<file path="src/rtl/fifo_read_serializer.sv">
// Purpose : pops one J-word group from the FIFO and streams it out one word per cycle.
// Latency : fifo_rd in the cycle fifo_empty falls (IDLE), first word valid the next cycle.
// Backpr. : valid/ready; a stalled word is held stable, and the FIFO is not popped until the last word leaves.
//
// Ports
//   i_clk         single clock, all state on the rising edge
//   i_rst         synchronous active-high reset
//   i_fifo_data   FIFO par_out, word i = bits [i*WIDTH +: WIDTH]
//   i_fifo_empty  high while the FIFO holds fewer than J words
//   o_fifo_rd     pop strobe; the FIFO read pointer advances at the next edge
//   o_dout        serial output word (word 0 of the held group first)
//   o_dout_valid  o_dout carries a word
//   i_dout_ready  downstream accepts o_dout this cycle
//   o_busy        a group is held (SEND state)
module fifo_read_serializer #(
  parameter int WIDTH = 8,
  parameter int J     = 4,
  parameter int CNT_W = $clog2(J + 1)
) (
  input  logic               i_clk,
  input  logic               i_rst,
  input  logic [WIDTH*J-1:0] i_fifo_data,
  input  logic               i_fifo_empty,
  output logic               o_fifo_rd,
  output logic [WIDTH-1:0]   o_dout,
  output logic               o_dout_valid,
  input  logic               i_dout_ready,
  output logic               o_busy
);

  typedef enum logic {
    ST_IDLE = 1'b0,
    ST_SEND = 1'b1
  } state_t;

  localparam logic [CNT_W-1:0] CNT_FULL = CNT_W'(J);
  localparam logic [CNT_W-1:0] CNT_ONE  = CNT_W'(1);

  state_t               r_state;
  logic [WIDTH*J-1:0]   r_shift;   // held group, current word in the low WIDTH bits
  logic [CNT_W-1:0]     r_cnt;     // words of the held group not yet transferred
  logic                 r_valid;   // registered copy of (r_state == ST_SEND)
  logic                 r_busy;

  logic                 w_xfer;
  logic                 w_last;
  logic                 w_fifo_rd;

  // r_valid is only ever set together with ST_SEND, so it doubles as the
  // "in SEND" qualifier and keeps ready out of the IDLE path entirely.
  assign w_xfer = r_valid & i_dout_ready;
  assign w_last = (r_cnt == CNT_ONE);

  // The pop is combinational: the FIFO presents its group on i_fifo_data in
  // the same cycle, and we capture it at the edge that moves the pointer.
  // In SEND a pop only happens on the last-word transfer so the next group
  // follows without a bubble. Reset forces the strobe low so the FIFO does
  // not advance while both sides are being cleared.
  assign w_fifo_rd = ~i_rst & ~i_fifo_empty &
                     ((r_state == ST_IDLE) | (w_xfer & w_last));

  always_ff @(posedge i_clk) begin
    if (i_rst) begin
      r_state <= ST_IDLE;
      r_shift <= '0;
      r_cnt   <= '0;
      r_valid <= 1'b0;
      r_busy  <= 1'b0;
    end else begin
      case (r_state)
        ST_IDLE: begin
          if (w_fifo_rd) begin
            r_shift <= i_fifo_data;
            r_cnt   <= CNT_FULL;
            r_state <= ST_SEND;
            r_valid <= 1'b1;
            r_busy  <= 1'b1;
          end
        end

        ST_SEND: begin
          // Without a transfer nothing moves: word and valid stay put.
          if (w_xfer) begin
            if (!w_last) begin
              r_shift <= r_shift >> WIDTH;
              r_cnt   <= r_cnt - CNT_ONE;
            end else if (w_fifo_rd) begin
              // Back-to-back group: reload in place and stay in SEND.
              r_shift <= i_fifo_data;
              r_cnt   <= CNT_FULL;
            end else begin
              // Only the last word was left, so this shift leaves the
              // register all zero and o_dout idles at 0.
              r_shift <= r_shift >> WIDTH;
              r_cnt   <= '0;
              r_state <= ST_IDLE;
              r_valid <= 1'b0;
              r_busy  <= 1'b0;
            end
          end
        end

        default: begin
          r_state <= ST_IDLE;
          r_valid <= 1'b0;
          r_busy  <= 1'b0;
        end
      endcase
    end
  end

  assign o_fifo_rd    = w_fifo_rd;
  assign o_dout       = r_shift[WIDTH-1:0];
  assign o_dout_valid = r_valid;
  assign o_busy       = r_busy;

endmodule

</file>
<file path="config.mk">
export PLATFORM = sky130hd
export DESIGN_NAME = fifo_read_serializer
export DESIGN_NICKNAME = d
export VERILOG_FILES = /design/src/rtl/fifo_read_serializer.sv
export SDC_FILE = /design/constraint.sdc
export NUM_CORES = 1
export LEC_CHECK = 0
export BUFFER_PORTS_ARGS = -buffer_cell sky130_fd_sc_hd__buf_2
export CAP_MARGIN = 20
export CORE_UTILIZATION = 50
export CTS_CLUSTER_SIZE = 25
export DETAILED_ROUTE_END_ITERATION = 7
export PLACE_DENSITY = 0.77
export SYNTH_ARGS = -nofsm -noshare
export SYNTH_HDL_FRONTEND = slang
export SYNTH_SLANG_ARGS = --single-unit
</file>
<file path="constraint.sdc">
create_clock -name i_clk -period 2.7 [get_ports i_clk]
set_clock_uncertainty 0.1 [all_clocks]
set_input_delay 0 -clock i_clk [delete_from_list [all_inputs] [get_ports i_clk]]
set_output_delay 0 -clock i_clk [all_outputs]
set_load 0.02 [all_outputs]
</file>
==> metrics.txt <==
CP Capture Type flip-flop; CTS resizes 0; Port-buffer cells 46; vias in the first global route 1514; Routed WL 3.99 mm; Ys Warns 0; Worst EP arrival 2720 ps; CTS H-tree depth 2; PD cells 521 mW/mm^2; most frequent cells in the layout 46 x buf_2, 44 x dlygate4sd3_1, 37 x dfxtp_1, 33 x nand2_1, 24 x mux2i_1; Slew headroom 0.632; drt wl/cell 12.9 um; Post-Syn Area per Cell 9.00 sq um; Initial DRT Pass Iterations 4; initial antenna violation count 0; DP Wirelength 2.16 mm; outcome completed; Slew Limit Fails 0; Remaining DRCs 0; Root Buffer Master clkbuf_4; cts-stage hold buffer count 44; I/O Pins 47; register bit total from synthesis 37; part of the power in registers 0.491; worst hold-check path type input pin to flip-flop; Cells after Synth 183; Die Span Y 59.4 um; setup tns final 0 ps; via count 1535; setup violators final 0; FF-to-FF End r_shift[25]; Sw Ratio 0.253; Crit Path Class flip-flop to flip-flop; P&R area growth vs syn 42.3%; GPL Wtd Cong 0.750; first-pass GRT wire length 6.38 mm; FF-to-FF setup slack 180 ps; total of max-cap violations 0; pin count of the biggest net entering global routing 34; clock network power share 0.333; Nets 303; Worst Setup SP r_cnt[1]; Pleak 1.08 nW; CTS tree done; leading cell type in the layout, fill and taps excluded buf_2; period utilisation layout 0.935; CTS max path bufs 2; Total Routing Usage GR 0.248; type of origin of the critical path flip-flop; share of total power in combinational logic 0.176; Req. time, crit path 2890 ps; area of the die 0.00353 sq mm; synthesized net count 221; non-filler cells, final 310; Cells after DPL 258; Starting DRT DRC Count 56; Initial Util 0.535; register area share after synthesis 0.450; Post-Syn Area 0.00165 sq mm; post-DR vias/cell 4.95; post-route minimum period 2520 ps; n_diodes 0; Critical Path Sink r_shift[25]; RSZ-0062 raised after global routing no; Worst Tran Pin Value 551 ps; post-CTS setup buffer count 0; DRT antenna net count 0; reg2reg start r_cnt[1]; Fmax 396 MHz; cells on worst reg2reg path 8; count of different cell masters after synthesis 30; clock latency on the worst-skew pair 350 ps; overall power 1.22 mW; CTS buffer count 5; grt ovf 0; crit-path max FO 33; clk sinks 37; die width 59.4 um; NetSw 0.309 mW; FP Rows 20; share of cells above drive strength 1 0.226; Max IR drop VDD 0.000448 V; core footprint 0.00308 sq mm; Power Internal 0.912 mW; Fin. Hold Viols 0; Filler Cell Count 236; clock slew at reported path FFs 110 ps
==> flip-flops by register name, summed over array words and instances, names as in the netlist <==
signal / flops
r_state: 1
o_busy: 1
r_cnt: 3
r_shift: 32
==> cells in the mapped netlist <==
| library cell | n | share of area |
|---|---|---|
| or2_1 | 1 | 0.0038 |
| and3_1 | 1 | 0.0038 |
| nand2_1 | 33 | 0.075 |
| nand4b_1 | 1 | 0.0053 |
| a211oi_1 | 1 | 0.0046 |
| nor2_2 | 1 | 0.0038 |
| buf_2 | 3 | 0.0091 |
| dfxtp_1 | 37 | 0.45 |
| buf_6 | 1 | 0.0068 |
| o21ai_1 | 23 | 0.070 |
| buf_8 | 2 | 0.018 |
| nand3b_1 | 1 | 0.0046 |
| nor3_1 | 1 | 0.0030 |
| mux2i_1 | 24 | 0.15 |
| nor2_1 | 6 | 0.014 |
| o21ai_0 | 4 | 0.012 |
| nand3_1 | 9 | 0.027 |
| a21oi_1 | 11 | 0.033 |
| o21bai_2 | 1 | 0.0068 |
| clkbuf_2 | 1 | 0.0030 |
| o21ai_4 | 1 | 0.0099 |
| buf_4 | 9 | 0.041 |
| ha_1 | 2 | 0.015 |
| nor3_2 | 1 | 0.0061 |
| inv_1 | 2 | 0.0046 |
| o21bai_1 | 1 | 0.0046 |
| nor3b_1 | 1 | 0.0046 |
| clkbuf_1 | 2 | 0.0046 |
| nor2b_1 | 1 | 0.0038 |
| a41oi_1 | 1 | 0.0053 |
==> cell families (layout without fill, tap and decap cells) <==
family | Yosys count | after routing | synth area share
compound gates | 43 | 43 | 0.147
mux | 24 | 24 | 0.146
simple gates | 57 | 57 | 0.155
fa+ha+maj | 2 | 2 | 0.0152
buf+inv | 20 | 103 | 0.0874
flops | 37 | 37 | 0.450
==> worst max-delay path, stage by stage (launching register included) <==
cell and delay, ps:
dfxtp_1 330, inv_1 80, ha_1 190, nand4b_1 230
o21ai_4 190, buf_4 430, nand3_1 170, a21oi_1 190
dlygate4sd3_1 570
==> layout make-up <==
type	count	area (sq um)	share of cell area
multi-input cells	126	762	0.325
flip-flops and latches	37	741	0.316
repair buffers	93	693	0.296
clock buffers	7	55.1	0.0235
well taps	44	55.1	0.0235
clock inverters	1	30.0	0.0128
inverters	2	7.51	0.00320
==> metrics by stage <==
stage	worst slack (ps)	utilization	hold slack [ps]	instance area [sq um]
2_1_floorplan	1020	-	-27.2	1650
3_3_place_gp	798	0.591	139	1820
3_5_place_dp	741	0.591	144	1820
4_1_cts	238	0.761	339	2340
5_1_grt	19.7	0.761	368	2340
6_report	175	0.761	347	2340
==> worst min path at each step <==
stage / startpoint / to / slack (ps) / depth (start not counted)
floorplan: i_rst / r_cnt[0] / -30 / 1
global placement: i_fifo_empty / r_state / 140 / 2
detailed placement: i_fifo_empty / r_state / 140 / 2
CTS: i_dout_ready / o_busy / 340 / 3
global route: i_dout_ready / o_busy / 370 / 3
finish: i_dout_ready / o_busy / 350 / 3
==> per-layer routing <==
metal  wire (um)  vias to the layer above  global-route usage
li1            -                      785                   -
met1        1730                      697               0.274
met2        2020                       44               0.449
met3         163                        9              0.0415
met4          76                        0               0.133
met5           0                        -                   0
==> power groups by stage <==
stage	registers, mW	clock network [mW]	logic, mW
final	0.599	0.407	0.215
after global routing	0.603	0.437	0.234
after CTS	0.599	0.410	0.211
after detailed placement	0.611	0	0.163
after global placement	0.610	0	0.162
after floorplan	0.606	0	0.129
No activity file was read; power rests on OpenSTA's default activity.
